### config.mk
export PLATFORM = sky130hd
export DESIGN_NAME = regfile_write_arbiter
export DESIGN_NICKNAME = d
export VERILOG_FILES = /design/src/rtl/regfile_pkg.sv /design/src/rtl/regfile_wr_fifo.sv /design/src/rtl/regfile_write_arbiter.sv
export SDC_FILE = /design/constraint.sdc
export NUM_CORES = 1
export LEC_CHECK = 0
export CAP_MARGIN = 20
export CELL_PAD_IN_SITES_DETAIL_PLACEMENT = 1
export CELL_PAD_IN_SITES_GLOBAL_PLACEMENT = 2
export CORE_ASPECT_RATIO = 0.8
export CORE_MARGIN = 8
export CORE_UTILIZATION = 34
export CTS_BUF_LIST = sky130_fd_sc_hd__clkbuf_16
export CTS_CLUSTER_SIZE = 40
export DETAILED_ROUTE_END_ITERATION = 8
export GPL_TIMING_DRIVEN = 0
export HOLD_SLACK_MARGIN = 0.06
export PLACE_DENSITY = 0.87
export SYNTH_ARGS = -nofsm -noshare
export SYNTH_HDL_FRONTEND = slang
export SYNTH_HIERARCHICAL = 1
export SYNTH_SLANG_ARGS = --single-unit
### constraint.sdc
create_clock -name clk -period 2.13 [get_ports clk]
set_input_delay 0.3195 -clock clk [delete_from_list [all_inputs] [get_ports clk]]
set_output_delay 0.3195 -clock clk [all_outputs]
set_load 0.05 [all_outputs]
### src/rtl/regfile_pkg.sv
// -----------------------------------------------------------------------------
// regfile_pkg
// Shared definitions for the register-file write arbiter:
//   - register-file geometry (address/data width, register count)
//   - arbiter FSM state encoding
//   - write-request record (destination address + data)
// -----------------------------------------------------------------------------
package regfile_pkg;

    localparam int REG_ADDR_W = 3;
    localparam int REG_DATA_W = 16;
    localparam int NUM_REGS   = 8;

    typedef enum logic [1:0] {
        IDLE   = 2'd0,
        WRITE  = 2'd1,
        SETTLE = 2'd2
    } arb_state_e;

    typedef struct packed {
        logic [REG_ADDR_W-1:0] addr;
        logic [REG_DATA_W-1:0] data;
    } wr_req_t;

endpackage

### src/rtl/regfile_wr_fifo.sv
// -----------------------------------------------------------------------------
// regfile_wr_fifo
// Per-requester write FIFO. Pointers carry one extra wrap bit so full/empty
// are distinguished without a separate counter. Also exports every slot's
// address together with an occupied flag so the top level can run the
// read-after-write hazard compare against all queued writes.
//
// Ports:
//   clk, rst_n       clock, asynchronous active-low reset (empties the FIFO)
//   push_i           push request; ignored while full (no pop bypass)
//   push_addr_i/_data_i  entry written on push
//   pop_i            pop request; ignored while empty
//   head_addr_o/_data_o  oldest entry (valid only when !empty_o)
//   full_o, empty_o  registered-state status flags
//   occ_addr_o       address stored in each physical slot
//   occ_vld_o        slot currently holds a queued entry
// -----------------------------------------------------------------------------
module regfile_wr_fifo #(
    parameter int DEPTH  = 2,
    parameter int ADDR_W = 3,
    parameter int DATA_W = 16
) (
    input  logic                         clk,
    input  logic                         rst_n,
    input  logic                         push_i,
    input  logic [ADDR_W-1:0]            push_addr_i,
    input  logic [DATA_W-1:0]            push_data_i,
    input  logic                         pop_i,
    output logic [ADDR_W-1:0]            head_addr_o,
    output logic [DATA_W-1:0]            head_data_o,
    output logic                         full_o,
    output logic                         empty_o,
    output logic [DEPTH-1:0][ADDR_W-1:0] occ_addr_o,
    output logic [DEPTH-1:0]             occ_vld_o
);

    localparam int IDX_W = $clog2(DEPTH);
    localparam int PTR_W = IDX_W + 1;

    logic [PTR_W-1:0]  wr_ptr_q, wr_ptr_d;
    logic [PTR_W-1:0]  rd_ptr_q, rd_ptr_d;
    logic [PTR_W-1:0]  count;
    logic              do_push, do_pop;
    logic [ADDR_W-1:0] addr_mem_q [DEPTH];
    logic [DATA_W-1:0] data_mem_q [DEPTH];

    // Wrap bits differ with equal index bits -> writer is a full lap ahead.
    assign full_o  = (wr_ptr_q[PTR_W-1] != rd_ptr_q[PTR_W-1]) &&
                     (wr_ptr_q[IDX_W-1:0] == rd_ptr_q[IDX_W-1:0]);
    assign empty_o = (wr_ptr_q == rd_ptr_q);

    assign do_push = push_i && !full_o;
    assign do_pop  = pop_i  && !empty_o;

    assign wr_ptr_d = do_push ? wr_ptr_q + PTR_W'(1) : wr_ptr_q;
    assign rd_ptr_d = do_pop  ? rd_ptr_q + PTR_W'(1) : rd_ptr_q;

    always_ff @(posedge clk or negedge rst_n) begin
        if (!rst_n) begin
            wr_ptr_q <= '0;
            rd_ptr_q <= '0;
        end else begin
            wr_ptr_q <= wr_ptr_d;
            rd_ptr_q <= rd_ptr_d;
        end
    end

    // Storage needs no reset: occupancy is derived from the pointers only.
    always_ff @(posedge clk) begin
        if (do_push) begin
            addr_mem_q[wr_ptr_q[IDX_W-1:0]] <= push_addr_i;
            data_mem_q[wr_ptr_q[IDX_W-1:0]] <= push_data_i;
        end
    end

    assign head_addr_o = addr_mem_q[rd_ptr_q[IDX_W-1:0]];
    assign head_data_o = data_mem_q[rd_ptr_q[IDX_W-1:0]];

    assign count = wr_ptr_q - rd_ptr_q;

    // A slot is occupied when its distance from the read index is below
    // the current fill count.
    for (genvar g = 0; g < DEPTH; g++) begin : g_occ
        logic [IDX_W-1:0] offs;
        assign offs          = IDX_W'(g) - rd_ptr_q[IDX_W-1:0];
        assign occ_vld_o[g]  = ({1'b0, offs} < count);
        assign occ_addr_o[g] = addr_mem_q[g];
    end

endmodule

### src/rtl/regfile_write_arbiter.sv
// -----------------------------------------------------------------------------
// regfile_write_arbiter
// Shares the single register-file write port between requester 0 (pipeline
// writeback) and requester 1 (load/debug unit). Each requester is buffered
// in its own FIFO; in IDLE a round-robin choice picks the next write, which
// is driven as a WR_PULSE-cycle rf_we pulse followed by one settle cycle
// during which rd_valid stays low so the read outputs can refresh.
//
// Handshake: a request is accepted on a rising edge where reqN_valid and
// reqN_ready are both high; reqN_ready reflects only registered FIFO state
// (no same-cycle pop bypass) and valid need not be held after acceptance.
//
// Ports:
//   clk, rst_n               clock, asynchronous active-low reset
//   reqN_valid/_addr/_data   write request from requester N
//   reqN_ready               requester N FIFO not full
//   rd_addr1, rd_addr2       decode read addresses, used for hazard compare
//   rf_we/rf_waddr/rf_wdata  register-file write controls
//   rd_valid                 register-file read outputs are stable
//   raw_hz1, raw_hz2         read address has a queued or in-flight write
//   grant_id                 requester owning the current/last write
//   dbg_state                current arbiter state (observability)
// -----------------------------------------------------------------------------
module regfile_write_arbiter
    import regfile_pkg::*;
#(
    parameter int DATA_W     = REG_DATA_W,
    parameter int ADDR_W     = REG_ADDR_W,
    parameter int FIFO_DEPTH = 2,
    parameter int WR_PULSE   = 1
) (
    input  logic              clk,
    input  logic              rst_n,
    input  logic              req0_valid,
    input  logic [ADDR_W-1:0] req0_addr,
    input  logic [DATA_W-1:0] req0_data,
    output logic              req0_ready,
    input  logic              req1_valid,
    input  logic [ADDR_W-1:0] req1_addr,
    input  logic [DATA_W-1:0] req1_data,
    output logic              req1_ready,
    input  logic [ADDR_W-1:0] rd_addr1,
    input  logic [ADDR_W-1:0] rd_addr2,
    output logic              rf_we,
    output logic [ADDR_W-1:0] rf_waddr,
    output logic [DATA_W-1:0] rf_wdata,
    output logic              rd_valid,
    output logic              raw_hz1,
    output logic              raw_hz2,
    output logic              grant_id,
    output arb_state_e        dbg_state
);

    localparam int CNT_W = (WR_PULSE > 1) ? $clog2(WR_PULSE) : 1;

    arb_state_e        state_q, state_d;
    logic [CNT_W-1:0]  cnt_q, cnt_d;
    logic [ADDR_W-1:0] waddr_q, waddr_d;
    logic [DATA_W-1:0] wdata_q, wdata_d;
    logic              grant_q, grant_d;
    logic              rr_q, rr_d;      // 1: favour requester 1 on contention
    logic              win1;
    logic              pop0, pop1;

    logic                              full0, empty0, full1, empty1;
    logic [ADDR_W-1:0]                 head0_addr, head1_addr;
    logic [DATA_W-1:0]                 head0_data, head1_data;
    logic [FIFO_DEPTH-1:0][ADDR_W-1:0] occ0_addr, occ1_addr;
    logic [FIFO_DEPTH-1:0]             occ0_vld, occ1_vld;

    regfile_wr_fifo #(
        .DEPTH (FIFO_DEPTH),
        .ADDR_W(ADDR_W),
        .DATA_W(DATA_W)
    ) u_fifo0 (
        .clk        (clk),
        .rst_n      (rst_n),
        .push_i     (req0_valid),
        .push_addr_i(req0_addr),
        .push_data_i(req0_data),
        .pop_i      (pop0),
        .head_addr_o(head0_addr),
        .head_data_o(head0_data),
        .full_o     (full0),
        .empty_o    (empty0),
        .occ_addr_o (occ0_addr),
        .occ_vld_o  (occ0_vld)
    );

    regfile_wr_fifo #(
        .DEPTH (FIFO_DEPTH),
        .ADDR_W(ADDR_W),
        .DATA_W(DATA_W)
    ) u_fifo1 (
        .clk        (clk),
        .rst_n      (rst_n),
        .push_i     (req1_valid),
        .push_addr_i(req1_addr),
        .push_data_i(req1_data),
        .pop_i      (pop1),
        .head_addr_o(head1_addr),
        .head_data_o(head1_data),
        .full_o     (full1),
        .empty_o    (empty1),
        .occ_addr_o (occ1_addr),
        .occ_vld_o  (occ1_vld)
    );

    assign req0_ready = !full0;
    assign req1_ready = !full1;

    // State register (also holds the registered write controls).
    always_ff @(posedge clk or negedge rst_n) begin
        if (!rst_n) begin
            state_q <= IDLE;
            cnt_q   <= '0;
            waddr_q <= '0;
            wdata_q <= '0;
            grant_q <= 1'b0;
            rr_q    <= 1'b0;
        end else begin
            state_q <= state_d;
            cnt_q   <= cnt_d;
            waddr_q <= waddr_d;
            wdata_q <= wdata_d;
            grant_q <= grant_d;
            rr_q    <= rr_d;
        end
    end

    // Next-state logic; arbitration happens only while IDLE.
    always_comb begin
        state_d = state_q;
        cnt_d   = cnt_q;
        waddr_d = waddr_q;
        wdata_d = wdata_q;
        grant_d = grant_q;
        rr_d    = rr_q;
        win1    = 1'b0;
        pop0    = 1'b0;
        pop1    = 1'b0;
        unique case (state_q)
            IDLE: begin
                if (!empty0 || !empty1) begin
                    // A lone non-empty FIFO wins outright; otherwise rr_q decides.
                    win1    = empty0 ? 1'b1 : (empty1 ? 1'b0 : rr_q);
                    pop0    = !win1;
                    pop1    = win1;
                    waddr_d = win1 ? head1_addr : head0_addr;
                    wdata_d = win1 ? head1_data : head0_data;
                    grant_d = win1;
                    rr_d    = !win1;
                    cnt_d   = '0;
                    state_d = WRITE;
                end
            end
            WRITE: begin
                if (cnt_q == CNT_W'(WR_PULSE - 1)) begin
                    state_d = SETTLE;
                end else begin
                    cnt_d = cnt_q + CNT_W'(1);
                end
            end
            SETTLE: begin
                state_d = IDLE;
            end
            default: begin
                state_d = IDLE;
            end
        endcase
    end

    // Output logic. rf_we is decoded from state so reset drops it at once.
    always_comb begin
        rf_we    = (state_q == WRITE);
        rd_valid = (state_q == IDLE);
    end

    assign rf_waddr  = waddr_q;
    assign rf_wdata  = wdata_q;
    assign grant_id  = grant_q;
    assign dbg_state = state_q;

    // Hazard: any queued entry in either FIFO, or the write being driven.
    always_comb begin
        raw_hz1 = 1'b0;
        raw_hz2 = 1'b0;
        for (int i = 0; i < FIFO_DEPTH; i++) begin
            if (occ0_vld[i] && (occ0_addr[i] == rd_addr1)) raw_hz1 = 1'b1;
            if (occ1_vld[i] && (occ1_addr[i] == rd_addr1)) raw_hz1 = 1'b1;
            if (occ0_vld[i] && (occ0_addr[i] == rd_addr2)) raw_hz2 = 1'b1;
            if (occ1_vld[i] && (occ1_addr[i] == rd_addr2)) raw_hz2 = 1'b1;
        end
        if ((state_q != IDLE) && (waddr_q == rd_addr1)) raw_hz1 = 1'b1;
        if ((state_q != IDLE) && (waddr_q == rd_addr2)) raw_hz2 = 1'b1;
    end

endmodule

==> run metrics, run 1 <==
Power Dens Cells 1861 mW/mm^2; ANT nets after route 0; Hold Path Class in2async; Min Hold Slack 0.04321 ns; grt ovf 0; Post-synth top flop edfxtp_1; Post-synth EDFFs 76; Syn. warnings 6; IO Port Bufs 69; failing checks negative setup slack; initial antenna violation count 0; Tot GR Track Use 13.88%; worst slew pin tran 0.7810 ns; Worst EP required 1.81 ns; Synth area leader edfxtp_1; I/O Pins 76; Yosys top cell area share 48.31%; DRT Pass-1 Iters 4; Post-synth ARST share 28.97%; Nets 472; synth top area cells edfxtp_1, dfrtp_1, mux2_2, xnor2_1, a221o_1; VDD IR max 951.2 uV; worst reg-to-reg path cell count 8; mapped cell area 0.004725 sq mm; drt total wl 12510 microns; min Tclk post-route 2.396 ns; Residual DRC 0; H-Tree Depth 3; Setup CP Type reg2out; Rows 38; worst setup margin -0.2664 ns; most frequent cells after synthesis edfxtp_1, mux2_2, dfrtp_1; largest net degree at the start of global routing 32; share of layout cells above drive strength 1 31.91%; Final period util 112.5%; CTS Sinks 107; clk_skew 0.01082 ns; final setup fails 2; Lkg Pwr 2.353 nW; Worst slew margin 47.94%; status finished with violations; most frequent cell after synthesis edfxtp_1; Post-DP HPWL 8635 microns; ANT cells 0; Clock transition at path regs 0.08 ns; Syn Area/Cell 15.14 sq um; register area share after synthesis 64.72%; Max-Cap Viols 0; synthesized net count 366; DR WL/cell 20.74 microns; first-pass GRT wire length 18860 microns; Hold Vio Cnt, Final 0; DR iter-0 viols 98; clock tree root driver cell clkbuf_16; via count 2924; Synth cell types 37; Die Ht 121.4 microns; vias per inst 4.849; Die W 147.8 microns; CORE AREA 0.01355 sq mm; synthesis-to-finish area growth 34.80%; GPL Wtd Cong 0.7340; starting density of the core 34.87%; worst-skew pair later-pin latency 0.35 ns; CP startpoint kind flop; Final Max Tran Viols 0; Critical Path AT 2.08 ns; post-synthesis register bit count 107; RSZ-0062 raised after global routing yes; maximum buffer depth of the clock tree 2; TritonCTS clock tree done; die area 0.01795 sq mm; vias in the first global route 3351; crit end category primary output; Post-Syn Instances 312; CTS Buf Count 9; largest fanout on the critical path 3; Peak Freq 417.3 MHz; DP Worst Slack -0.7748 ns
per-layer routing:
metal	GRT usage (%)	part of all wire [%]
met1	17.58	45
met2	23.40	49
met3	3.280	5.1
met4	3.814	1.3
met5	0	0
stage by stage:
step	power (mW)	utilization [%]	TNS, ns	cells	cell area, sq um
floorplan	7.322	-	-0.001299	312	4760
global placement	8.867	41.88	-28.31	561	5675
detailed placement	9.230	42.47	-8.637	565	5756
CTS	11.53	46.15	-0.4948	594	6254
global route	12.47	47.00	-0.6038	603	6369
finish	11.85	47.00	-0.4193	603	6369
critical path, stage by stage, from the launching register on:
cell and delay (ns):
dfrtp_2 0.44, ha_4 0.17, inv_2 0.06, ha_4 0.19
or2_4 0.23, and4_1 0.16, a41oi_2 0.20, nand3_2 0.11
buf_8 0.17
path summary, 6_finish.rpt:
check,slack (ns),from,endpoint
worst max-delay path,-0.27,u_fifo0/rd_ptr_q[0],raw_hz2
worst min-delay path,0.04,rst_n,rf_wdata[2]
worst max register to register,0.04,u_fifo1/wr_ptr_q[1],u_fifo1/rd_ptr_q[0]
worst min register to register,0.53,grant_id,grant_id
max in group asynchronous,1.53,rst_n,u_fifo0/wr_ptr_q[1]
min in group clk,0.53,grant_id,grant_id
layout make-up:
cell class / instances / area (sq um)
Fill cell: 1341 / 7182
Multi-Input combinational cell: 176 / 1657
Sequential cell: 107 / 3068
Buffer: 13 / 100.1
Clock inverter: 7 / 65.06
Inverter: 13 / 48.80
Tap cell: 180 / 225.2
Timing Repair Buffer: 98 / 979.7
Clock buffer: 9 / 225.2
repair_timing:
item | 4_1_cts | 5_1_grt
hold buffers | 0 | 0
gates cloned | 0 | 1
pin swaps | 10 | 10
buffers inserted | 15 | 9
hold endpoints to repair | 0 | 0
resized for setup | 56 | 12
setup endpoints to repair | 63 | 23
report_power, final:
part           total (mW)  switching, mW  internal (mW)
sequential           3.56          0.480           3.08
combinational        6.66           3.62           3.04
clock                1.63          0.805          0.825
total                11.9           4.91           6.95
cells by family after synthesis:
kind of cell / after synthesis / share of synthesized area (%)
AND/OR/NAND/NOR: 54 / 6.356
AO/OA/AOI/OAI: 35 / 6.700
adder cells (fa/ha/maj): 6 / 1.589
multiplexers: 45 / 10.57
XOR/XNOR: 36 / 6.992
flip-flops: 107 / 64.72
buffers and inverters: 29 / 3.072
cell usage in the layout, fill, tap and decap left out, types with 3 or more instances in the layout:
cell type / Yosys / routed
clkbuf_1: 6 / 6
inv_1: 12 / 9
xor2_1: 6 / 6
and2_4: 0 / 3
mux2_2: 39 / 39
inv_6: 0 / 3
buf_2: 5 / 6
mux2i_1: 6 / 6
nor2_2: 0 / 3
dfrtp_2: 0 / 8
dfrtp_1: 31 / 23
o21ai_0: 4 / 4
xnor2_1: 28 / 28
clkbuf_16: 0 / 10
buf_4: 3 / 23
buf_8: 1 / 4
a221o_1: 15 / 15
clkdlybuf4s50_1: 0 / 61
nor2_1: 15 / 10
nand2_1: 6 / 6
buf_6: 1 / 3
nor2b_1: 11 / 11
a21oi_1: 4 / 4
inv_2: 1 / 4
ha_4: 0 / 4
and2b_1: 6 / 6
edfxtp_1: 76 / 76
state kept, by name (all words and copies together) (netlist names):
name,count
rr_q,1
dbg_state,2
u_fifo1/addr_mem_q,6
u_fifo0/addr_mem_q,6
u_fifo1/rd_ptr_q,2
u_fifo0/wr_ptr_q,2
u_fifo1/wr_ptr_q,2
u_fifo0/rd_ptr_q,2
rf_waddr,3
grant_id,1
u_fifo0/data_mem_q,32
rf_wdata,16
u_fifo1/data_mem_q,32
Power figures use the tool's default switching activity.
==> run 2: changes to the inputs <==
ABC_CLOCK_PERIOD_IN_PS = 2130   (was unset)
==> results of run 2 <==
Final layout, timing and power as in run 1 (identical DEF).
==> run 3: changes to the inputs <==
CAP_MARGIN = 10   (was 20)
SLEW_MARGIN = 10   (was unset)
==> run 3 against run 2 <==
  * The run still ends with negative setup slack left
  * Core utilization grew 1.5 points
  * Clock power grew 4%
  * Clock skew shrank 0.0033 ns
  * Cell area grew 3.1%
  * Count of clock-buffer cells in the layout is the same
  * Total power grew 7.5%
  * Wire length grew 4.6%
  * Highest routed layer unchanged
==> run metrics, run 3 (synthesized netlist as in run 1, its figures left out) <==
DR iter-0 viols 93 (-5.1%); Final Cell Area 0.006566 sq mm (+3.1%); Nets 487 (+3.2%); GR peak layer met2; leading cell type in the layout, fill and taps excluded edfxtp_1; VDD IR max 875.3 uV (-8.0%); met2 Resource Use GR 25.03% (+1.6 points); synthesis-to-finish area growth 38.98%; TritonCTS clock tree done; most used cell, CP ha_4; Rows 38 (unchanged); IO Port Bufs 69 (unchanged); met3 Resource Use GR 3.280% (unchanged); clk_skew 0.007498 ns (-0.003323 ns); Min Hold Slack 0.05150 ns (+0.008297 ns); Worst EP required 1.81 ns (about the same); Die Ht 121.4 microns (unchanged); maximum buffer depth of the clock tree 2 (unchanged); Placed Instances 561 (-0.71%); via count 3014 (+3.1%); vias in the first global route 3507 (+4.7%); worst setup margin -0.2441 ns (+0.02230 ns); Final period util 111.5% (-1.0 points); crit end category primary output; TNS Setup -1.628 ns (-1.209 ns); H-Tree Depth 3 (unchanged); Setup CP Type reg2out; DR WL/cell 21.17 microns (+2.1%); Die W 147.8 microns (unchanged); Power Dens Cells 1941 mW/mm^2 (+4.3%); die area 0.01795 sq mm (unchanged); status finished with violations; Worst slew margin 47.04% (-0.90 points); most frequent cells in the layout edfxtp_1, clkdlybuf4s50_1, mux2_2; starting density of the core 34.87% (unchanged); worst slew pin tran 0.7945 ns (+0.01351 ns); Tot GR Track Use 14.16% (+0.28 points); largest net degree at the start of global routing 32 (unchanged); CP startpoint kind flop; failing checks negative setup slack; Post-DP HPWL 8247 microns (-4.5%); clock tree root driver cell clkbuf_16; CTS Buf Count 9 (unchanged); largest fanout on the critical path 3 (unchanged); Critical Path AT 2.05 ns (-0.03 ns); CTS Sinks 107 (unchanged); ANT nets after route 0 (unchanged); Max-Cap Viols 0 (unchanged); Final Max Tran Viols 0 (unchanged); final setup fails 36 (+34); Lkg Pwr 2.440 nW (+3.7%); worst-path cell chain ha_4 -> inv_4 -> ha_4 -> or2_4 -> and4_1 -> a41oi_2 -> nand3_2 -> buf_8; DP Area 0.005670 sq mm (-1.5%); RSZ-0062 raised after global routing yes; grt ovf 0 (unchanged); Hold Vio Cnt, Final 0 (unchanged); Hold Path Class in2async; Final Instance Count excl. Fillers 618 (+2.5%); slowest CP cell dfrtp_2; Residual DRC 0 (unchanged); ANT cells 0 (unchanged); I/O Pins 76 (unchanged); share of layout cells above drive strength 1 36.99% (+5.1 points); Clock transition at path regs 0.07 ns (about the same); fillcell total 1354 (+0.97%); Crit path max-delay family simple AND/OR/NAND/NOR gates; Peak Freq 421.2 MHz (+0.94%); GPL Wtd Cong 0.7340 (unchanged); met1 Usage GRT 16.98% (-0.60 points); Worst path max stage delay 0.44 ns (about the same); vias per inst 4.877 (+0.58%); first-pass GRT wire length 19360 microns (+2.7%); drt total wl 13090 microns (+4.6%); min Tclk post-route 2.374 ns (-0.02230 ns); DRT Pass-1 Iters 4 (unchanged); worst-skew pair later-pin latency 0.35 ns (about the same); initial antenna violation count 0 (unchanged); WP buf/inv 2 (unchanged); CORE AREA 0.01355 sq mm (unchanged)
run 3: cell types whose count changed in the layout (fill, tap and decap cells not counted), sizes merged:
| cell | before | now |
|---|---|---|
| clkinvlp | 1 | 2 |
| clkinv | 1 | 3 |
| buf | 40 | 54 |
| bufinv | 0 | 1 |
| clkbuf | 16 | 17 |
| inv | 18 | 14 |
run 3: worst paths after layout:
kind	start	end	slack, ns	depth (start not counted)
max in group asynchronous	rst_n	u_fifo0/rd_ptr_q[1]	1.52	1
max reg2reg	u_fifo1/rd_ptr_q[1]	rf_wdata[9]	-0.09	9
min	rst_n	u_fifo1/rd_ptr_q[1]	0.05	1
min reg2reg	rf_wdata[1]	rf_wdata[1]	0.56	2
max	u_fifo0/rd_ptr_q[0]	raw_hz2	-0.24	8
min in group clk	req0_data[11]	u_fifo0/data_mem_q[0][11]	0.55	1
run 3: cell type report:
class                      count  area [sq um]  area share (%)
clock inverter                 7         76.32           1.162
sequential                   107          3067           46.70
timing repair buffer         112          1074           16.35
tap                          180         225.2           3.430
multi-input combinational    176          1728           26.31
buffer                        14         120.1           1.829
inverter                      13         51.30          0.7812
clock buffer                   9         225.2           3.430
run 3: routing by layer:
layer / part of all wire, % / vias up
met5: 0 / -
met1: 43 / 1543
li1: - / 1380
met3: 4.9 / 14
met2: 51 / 77
met4: 1.2 / 0
run 3: timing repair:
item,in CTS,in global routing
endpoints found under the setup margin,108,28
pin swaps,12,15
hold buffers,0,0
resized for setup,61,39
cloned,0,2
buffers inserted,23,20
run 3: through the flow:
| step | util (%) | setup WS (ns) | total power, mW |
|---|---|---|---|
| 3_5_place_dp | 41.85 | -0.7708 | 9.075 |
| 5_1_grt | 48.46 | -0.3192 | 13.38 |
| 4_1_cts | 46.43 | -0.3060 | 11.78 |
| 3_3_place_gp | 41.88 | -0.6807 | 8.867 |
| 2_1_floorplan | - | -0.001299 | 7.322 |
| 6_report | 48.46 | -0.2441 | 12.74 |
run 3: power breakdown:
group	total, mW	switching (mW)	leakage, nW	internal [mW]
registers	3.59	0.502	1.07	3.09
clock network	1.69	0.772	0.142	0.918
logic	7.46	3.91	1.23	3.55
run 3: worst reg2reg max path, delay by kind of cell, from the launching register on:
| family | cells | cell delay [ns] |
|---|---|---|
| compound gates | 2 | 0.59 |
| xor+xnor | 1 | 0.18 |
| buf+inv | 4 | 0.53 |
| flops | 1 | 0.46 |
| simple gates | 2 | 0.36 |
